### config.mk
export PLATFORM = sky130hd
export DESIGN_NAME = mem_port_arbiter
export DESIGN_NICKNAME = d
export VERILOG_FILES = /design/src/rtl/mem_port_arbiter.sv
export SDC_FILE = /design/constraint.sdc
export NUM_CORES = 1
export LEC_CHECK = 0
export BUFFER_PORTS_ARGS = -buffer_cell sky130_fd_sc_hd__buf_4
export CAP_MARGIN = 20
export CELL_PAD_IN_SITES_DETAIL_PLACEMENT = 0
export CELL_PAD_IN_SITES_GLOBAL_PLACEMENT = 2
export CORE_UTILIZATION = 23
export DETAILED_ROUTE_END_ITERATION = 8
export PLACE_DENSITY_LB_ADDON = 0.1
export SYNTH_ARGS = -nofsm -noshare
export SYNTH_HDL_FRONTEND = slang
export SYNTH_SLANG_ARGS = --single-unit
### constraint.sdc
create_clock -name clk -period 1.7 [get_ports clk]
set_input_delay 0.17 -clock clk [delete_from_list [all_inputs] [get_ports clk]]
set_output_delay 0.17 -clock clk [all_outputs]
set_load 0.01 [all_outputs]
### src/rtl/mem_port_arbiter.sv
// ============================================================================
// Module      : mem_port_arbiter
// Description : Shares one fixed-latency single-port memory between the IF
//               fetch port and the MEM load/store port. Optional round-robin
//               arbitration is enabled by defining ARB_FAIR_EN.
// Revision    : 1.0 - initial release
// ============================================================================
`default_nettype none

module mem_port_arbiter #(
    parameter int ADDR_W  = 32,
    parameter int DATA_W  = 32,
    parameter int MEM_LAT = 2
) (
    input  logic              clk,
    input  logic              rst,
    input  logic              if_req,
    input  logic [ADDR_W-1:0] if_addr,
    output logic [DATA_W-1:0] if_rdata,
    output logic              if_ack,
    input  logic              mem_rd,
    input  logic              mem_wr,
    input  logic [ADDR_W-1:0] mem_addr,
    input  logic [DATA_W-1:0] mem_wdata,
    output logic [DATA_W-1:0] mem_rdata,
    output logic              mem_ack,
    output logic              ram_en,
    output logic              ram_we,
    output logic [ADDR_W-1:0] ram_addr,
    output logic [DATA_W-1:0] ram_wdata,
    input  logic [DATA_W-1:0] ram_rdata,
    output logic              freeze
);

    typedef enum logic [1:0] {
        S_IDLE  = 2'd0,
        S_ISSUE = 2'd1,
        S_WAIT  = 2'd2,
        S_DONE  = 2'd3
    } state_t;

    localparam logic [3:0] c_lat_load = 4'(MEM_LAT - 1);

    state_t              state_q,     state_d;
    logic                gnt_q,       gnt_d;
    logic [3:0]          lat_cnt_q,   lat_cnt_d;
    logic                ram_en_q,    ram_en_d;
    logic                ram_we_q,    ram_we_d;
    logic [ADDR_W-1:0]   ram_addr_q,  ram_addr_d;
    logic [DATA_W-1:0]   ram_wdata_q, ram_wdata_d;
    logic [DATA_W-1:0]   if_rdata_q,  if_rdata_d;
    logic [DATA_W-1:0]   mem_rdata_q, mem_rdata_d;
    logic                if_ack_q,    if_ack_d;
    logic                mem_ack_q,   mem_ack_d;

    logic                w_mem_req;
    logic                w_pick_mem;

`ifdef ARB_FAIR_EN
    logic                last_gnt_q,  last_gnt_d;
`endif

    assign w_mem_req = mem_rd | mem_wr;

    // On contention the port that was not served last wins; a lone requester always wins.
`ifdef ARB_FAIR_EN
    assign w_pick_mem = (w_mem_req && if_req) ? ~last_gnt_q : w_mem_req;
`else
    assign w_pick_mem = w_mem_req;
`endif

    always_comb begin
        state_d     = state_q;
        gnt_d       = gnt_q;
        lat_cnt_d   = lat_cnt_q;
        ram_en_d    = 1'b0;
        ram_we_d    = ram_we_q;
        ram_addr_d  = ram_addr_q;
        ram_wdata_d = ram_wdata_q;
        if_rdata_d  = if_rdata_q;
        mem_rdata_d = mem_rdata_q;
        if_ack_d    = 1'b0;
        mem_ack_d   = 1'b0;
`ifdef ARB_FAIR_EN
        last_gnt_d  = last_gnt_q;
`endif
        case (state_q)
            S_IDLE: begin
                if (w_mem_req || if_req) begin
                    gnt_d    = w_pick_mem;
                    ram_en_d = 1'b1;
                    state_d  = S_ISSUE;
`ifdef ARB_FAIR_EN
                    last_gnt_d = w_pick_mem;
`endif
                    if (w_pick_mem) begin
                        // rd+wr together is treated as a store
                        ram_we_d    = mem_wr;
                        ram_addr_d  = mem_addr;
                        ram_wdata_d = mem_wdata;
                    end else begin
                        ram_we_d    = 1'b0;
                        ram_addr_d  = if_addr;
                    end
                end
            end
            S_ISSUE: begin
                lat_cnt_d = c_lat_load;
                state_d   = S_WAIT;
            end
            S_WAIT: begin
                if (lat_cnt_q == 4'd0) begin
                    if (!ram_we_q) begin
                        if (gnt_q) mem_rdata_d = ram_rdata;
                        else       if_rdata_d  = ram_rdata;
                    end
                    mem_ack_d = gnt_q;
                    if_ack_d  = ~gnt_q;
                    state_d   = S_DONE;
                end else begin
                    lat_cnt_d = lat_cnt_q - 4'd1;
                end
            end
            S_DONE: begin
                state_d = S_IDLE;
            end
            default: begin
                state_d = S_IDLE;
            end
        endcase
    end

    always_ff @(posedge clk) begin
        if (rst) begin
            state_q     <= S_IDLE;
            gnt_q       <= 1'b0;
            lat_cnt_q   <= 4'd0;
            ram_en_q    <= 1'b0;
            ram_we_q    <= 1'b0;
            ram_addr_q  <= '0;
            ram_wdata_q <= '0;
            if_rdata_q  <= '0;
            mem_rdata_q <= '0;
            if_ack_q    <= 1'b0;
            mem_ack_q   <= 1'b0;
        end else begin
            state_q     <= state_d;
            gnt_q       <= gnt_d;
            lat_cnt_q   <= lat_cnt_d;
            ram_en_q    <= ram_en_d;
            ram_we_q    <= ram_we_d;
            ram_addr_q  <= ram_addr_d;
            ram_wdata_q <= ram_wdata_d;
            if_rdata_q  <= if_rdata_d;
            mem_rdata_q <= mem_rdata_d;
            if_ack_q    <= if_ack_d;
            mem_ack_q   <= mem_ack_d;
        end
    end

`ifdef ARB_FAIR_EN
    always_ff @(posedge clk) begin
        if (rst) last_gnt_q <= 1'b0;
        else     last_gnt_q <= last_gnt_d;
    end
`endif

    assign if_rdata  = if_rdata_q;
    assign if_ack    = if_ack_q;
    assign mem_rdata = mem_rdata_q;
    assign mem_ack   = mem_ack_q;
    assign ram_en    = ram_en_q;
    assign ram_we    = ram_we_q;
    assign ram_addr  = ram_addr_q;
    assign ram_wdata = ram_wdata_q;
    assign freeze    = (if_req & ~if_ack_q) | (w_mem_req & ~mem_ack_q);

endmodule

`default_nettype wire

# Yosys cells after proc, flatten, opt, wreduce, memory -nomap -nowiden
# Index checks and enable logic that the tools add are counted.
# op_classes
n_div	0
n_shift	0
order_cmp	0
bitwise_logic	11
reduce_logical	12
n_addsub	1
mux	8
mul	0
eq_ne	6
# op_table
operator	n
two-way mux 32 bit	1
case mux 2 bit (4 select lines)	1
case mux 4 bit (2 select lines)	1
AND reduction 4 bit	2
NOT 1 bit	7
!= test 2 bit, second input constant	3
AND reduction 2 bit	3
== test 2 bit, second input constant	2
logical NOT 4 bit	1
two-way mux 2 bit	2
two-way mux 4 bit	1
subtractor 4 x 1 -> 4 bit, second input constant	1
AND reduction 3 bit	1
OR reduction 3 bit	1
bitwise AND 1 bit	2
== test 2 x 1 -> 1 bit, second input constant	1
logical NOT 2 bit	1
two-way mux 1 bit	2
bitwise OR 1 bit	2
nonzero test 2 bit	1
OR reduction 2 bit	1
logical OR 1 bit	1
# totals
mem_bits_ro	0
ramBits	0
input_bits	133
reg_bits	139
mem_count	0
latch_bits	0

# Longest topological paths before layout
# logic_depth
word_depth	4
mapped_depth	8
ltp_nobuf	5

# Least setup slack after synthesis
# No wires, ideal clock.
# synth_path
path_type	register to register
start	register state_q[0]
end	register mem_rdata_q[10] (netlist: mem_rdata[10])
arrival_time_ps	1672
path_buffers	3
setup_slack_ps	-92
path_stages_with_launch	9
setup_ps	120
path_cell_list	dfxtp_1 > inv_1 > ha_1 > buf_4 > nand3b_4 > or4b_4 > buf_6 > buf_6 > mux2i_1
# synth_via
elab_chain_len	2
# synth_rtl
element	line	text
start, declared	44	state_t state_q, state_d;
start signal, assigned	147	state_q <= state_d;
== test 2 bit	87	case (state_q)
AND reduction 4 bit (no source line)	--	
end signal, assigned	155	mem_rdata_q <= mem_rdata_d;
end, declared	52	logic [DATA_W-1:0] mem_rdata_q, mem_rdata_d;
# Every way passes these cells.
# A chain may end at the register's enable or synchronous reset.

# Worst setup path in the final report
# layout_path
start	register state_q[0]
end	register mem_rdata_q[9] (netlist: mem_rdata[9])
# Same word-level chain as after synthesis.

==> flow_summary_export.csv <==
group,metric,value,unit
outcome,outcome,"completed",
worst_setup_path,cpPeakStageDelay,0.59,ns
clock_tree,root_buffer,"clkbuf_16",
worst_setup_path,crit-reg2reg-launch,"state_q[0]",
clock_tree,cts_tree,"yes",
worst_setup_path,cp_slowest_cell,"or4b_4",
cells_and_area,fin_nets,1051,
routing,drt_first_pass_iters,4,
worst_hold_path,hp-class,"in -> reg",
worst_hold_path,hold_path_end,"ram_addr[13]",
floorplan,io-pin-count,266,
global_route,grt_pass1_vias,5227,
clock_tree,clockBufferDepth,2,
global_route,grt_overflow_total,0,
floorplan,start_util,0.234,
synth,syn_nets,763,
synth,yosysSeqAreaShare,0.509,
clock_tree,cts_sinks,139,
floorplan,die_height,156,um
synth,syn_area,5470,sq um
timing,finalHoldViolations,0,
synth,syn_area_per_cell,8.74,sq um
worst_hold_path,hold_path_startpoint,"if_addr[13]",
placement,place_inst,1180,
routing,routed_wl,18.2,mm
pwr,pwr-share-comb,0.342,
synth,synthesis.instances,625,
global_route,grt_usage,0.145,
synth,synth_top_cell_by_area,"dfxtp_1",
routing,vias_per_cell,4.29,
timing,hold_ws,0.0255,ns
worst_hold_path,whs_path_depth,3,
placement,place_area,7950,sq um
synth,yosys_warnings,0,
worst_setup_path,path_delay_family,"simple AND/OR/NAND/NOR gates",
clock_tree,postCtsSetupRepairBufs,0,
worst_setup_path,endpoint_kind,"register",
pwr,vdd_drop_max,0.000635,V
routing,wl_per_cell,14.6,um
worst_setup_path,rrSetupSlack,0.03,ns
pwr,switchingPower,4.10,mW
clock_tree,clock_latency,0.42,ns
timing,fin_skew,0.0132,ns
pwr,p_seq_frac,0.357,
timing,maxSlewViolCount,0,
global_route,antenna_found_initial,0,
synth,synth_cell_type_count,36,
synth,ys_ff_latch,139,
placement,gp_congestion,0.736,
timing,max_slew_margin,0.672,
cells_and_area,fill_cells,2492,
synth,synth_top_area_frac,0.509,
pwr,p_total,12.3,mW
routing,vias,5347,
job,cap_violations,0,
worst_setup_path,cp_num_buf_inv,2,
floorplan,core,23400,sq um
cells_and_area,fin_cells,1245,
worst_setup_path,path_max_fanout,17,
global_route,grt_max_degree,75,
pwr,internal_power,8.23,mW
timing,fmax,599,MHz
timing,rsz0062_at_grt,"true",
pwr,clkPwrFrac,0.300,
clock_tree,numCtsBuffers,17,
floorplan,die-width,156,um
worst_setup_path,path_cells,"inv_2 -> ha_4 -> nand3b_4 -> or4b_4 -> buf_12 -> mux2i_1",
clock_tree,htree_levels,4,
synth,synth_area_leaders,"dfxtp_1 51%, nand2_1 13%, mux2i_1 12%, a311oi_1 5.3%, a21oi_1 3.3%",
worst_setup_path,r2r.worst_path.cells,6,
worst_setup_path,crit_required,2.00,ns
placement,io_buffers,265,
worst_setup_path,worst_setup_path_start_kind,"register",
timing,tightest_slew,0.488,ns
cells_and_area,fin_area,8900,sq um
timing,period_needed,1.67,ns
clock_tree,cts.clk_slew.worst_paths,0.06,ns
worst_setup_path,critPathArrivalTime,1.97,ns
worst_setup_path,critical_path_class,"reg -> reg",
routing,ant_nets,0,
cells_and_area,drive_above_1_share,0.364,
placement,hpwlAfterDp,12.7,mm
cells_and_area,areaGrowthSynthToFinish,62.8,%
floorplan,rows,56,
worst_setup_path,rr_endpoint,"mem_rdata[9]",
pwr,p_sw_frac,0.333,
timing,fin_crit_sh,0.982,
routing,drtIter0Drc,191,
pwr,p_leak,4.03,nW
timing,final-setup-viol-count,0,
routing,drc_errors,0,
pwr,power_density,1390,nW/um^2
global_route,grt_pass1_wl,27.6,mm
floorplan,design.die.area,24400,sq um
cells_and_area,antenna_cells,0,
-- worst max-delay path by stage --
stage | startpoint | to | slack, ns | depth (start not counted)
after floorplan | state_q[0] | mem_rdata[10] | -0.04 | 8
after global placement | lat_cnt_q[1] | mem_rdata[12] | 0.04 | 6
after detailed placement | lat_cnt_q[1] | mem_rdata[9] | -0.009 | 6
after CTS | lat_cnt_q[1] | mem_rdata[23] | 0.01 | 6
after global routing | state_q[0] | mem_rdata[16] | -0.02 | 6
final | state_q[0] | mem_rdata[9] | 0.03 | 6
-- worst reg2reg max path, cell delays in order, from the launching register on --
cell and delay (ns):
dfxtp_2 0.33, inv_2 0.09, ha_4 0.15, nand3b_4 0.07, or4b_4 0.59, buf_12 0.20
mux2i_1 0.13
-- synth_stat cells, drive strengths merged --
cell type	n
o31ai	1
inv	6
nor2b	1
o21ai	33
a311oi	33
nor3b	1
or4b	1
mux2i	65
nor4	2
a211o	1
o21a	2
a21oi	36
nor3	3
ha	5
o22ai	1
nand2	196
clkbuf	35
nand3b	2
xor2	1
mux2	1
or3b	1
a211oi	1
o31a	2
buf	17
nor4b	2
o211ai	1
nor2	35
nand3	1
dfxtp	139
-- cells in the final DEF (no fill, tap or decap), types with 2 or more instances in the layout --
cell type,count
inv_1,2
mux2i_1,65
dfxtp_2,3
nor4b_1,2
nand2_1,196
a21oi_1,36
clkbuf_16,18
clkbuf_8,2
inv_8,2
inv_2,4
ha_1,3
ha_4,2
dfxtp_1,136
nor3_1,3
dlygate4sd3_1,32
clkinv_4,2
o21ai_0,32
buf_12,10
clkinvlp_4,3
buf_4,278
inv_6,4
nor2_1,34
a311oi_1,33
o21a_1,2
-- power groups by stage --
stage | clock network [mW] | logic (mW) | registers, mW
after floorplan | 0 | 1.76 | 4.76
after global placement | 0 | 4.13 | 4.45
after detailed placement | 0 | 4.18 | 4.49
after CTS | 3.83 | 4.25 | 4.42
after global routing | 3.99 | 4.62 | 4.51
final | 3.71 | 4.22 | 4.41
-- cells by family (layout without fill, tap and decap cells) --
family | count (synthesis) | count (layout) | share of synthesized area
xor gates and xnor gates | 1 | 1 | 0.00160
AOI/OAI and AO/OA | 111 | 111 | 0.129
adders and majority gates | 5 | 5 | 0.0114
muxes | 66 | 66 | 0.121
buffers and inverters | 58 | 359 | 0.0472
DFF | 139 | 139 | 0.509
and+or+nand+nor | 245 | 245 | 0.181
-- layer usage --
metal	part of all wire	wire length (um)	track usage	vias to the layer above
li1	-	-	-	2691
met1	0.42	7610	0.165	2492
met2	0.51	9210	0.257	153
met3	0.061	1110	0.0458	11
met4	0.012	225	0.0439	0
met5	0	0	0	-
-- what timing repair did --
action                                 CTS  global route
resized for setup                        1             6
endpoints found under the hold margin   32             0
pin swaps                                0             0
gates cloned                             0             1
setup endpoints to repair               12            77
hold buffers                            32             0
-- metrics by stage --
stage / setup TNS (ns) / util / setup WS (ns)
2_1_floorplan: -1.29 / - / -0.0430
3_3_place_gp: 0 / 0.340 / 0.0353
3_5_place_dp: -0.0369 / 0.340 / -0.00926
4_1_cts: 0 / 0.378 / 0.00954
5_1_grt: -0.105 / 0.380 / -0.0180
6_report: 0 / 0.380 / 0.0300
-- final cells by class --
type | count | area, sq um | share of cell area
clock buffers | 19 | 453 | 0.0509
multi-input cells | 428 | 2470 | 0.278
repair buffers | 321 | 2630 | 0.296
clock inverters | 13 | 133 | 0.0149
well taps | 319 | 399 | 0.0448
flip-flops and latches | 139 | 2790 | 0.313
inverters | 6 | 22.5 | 0.00253
-- flip-flops by register name, indices dropped and copies added (netlist names) --
| name | cells |
|---|---|
| gnt_q | 1 |
| if_ack | 1 |
| if_rdata | 32 |
| lat_cnt_q | 4 |
| mem_ack | 1 |
| mem_rdata | 32 |
| ram_addr | 32 |
| ram_en | 1 |
| ram_wdata | 32 |
| ram_we | 1 |
| state_q | 2 |
Power figures use the tool's default switching activity.
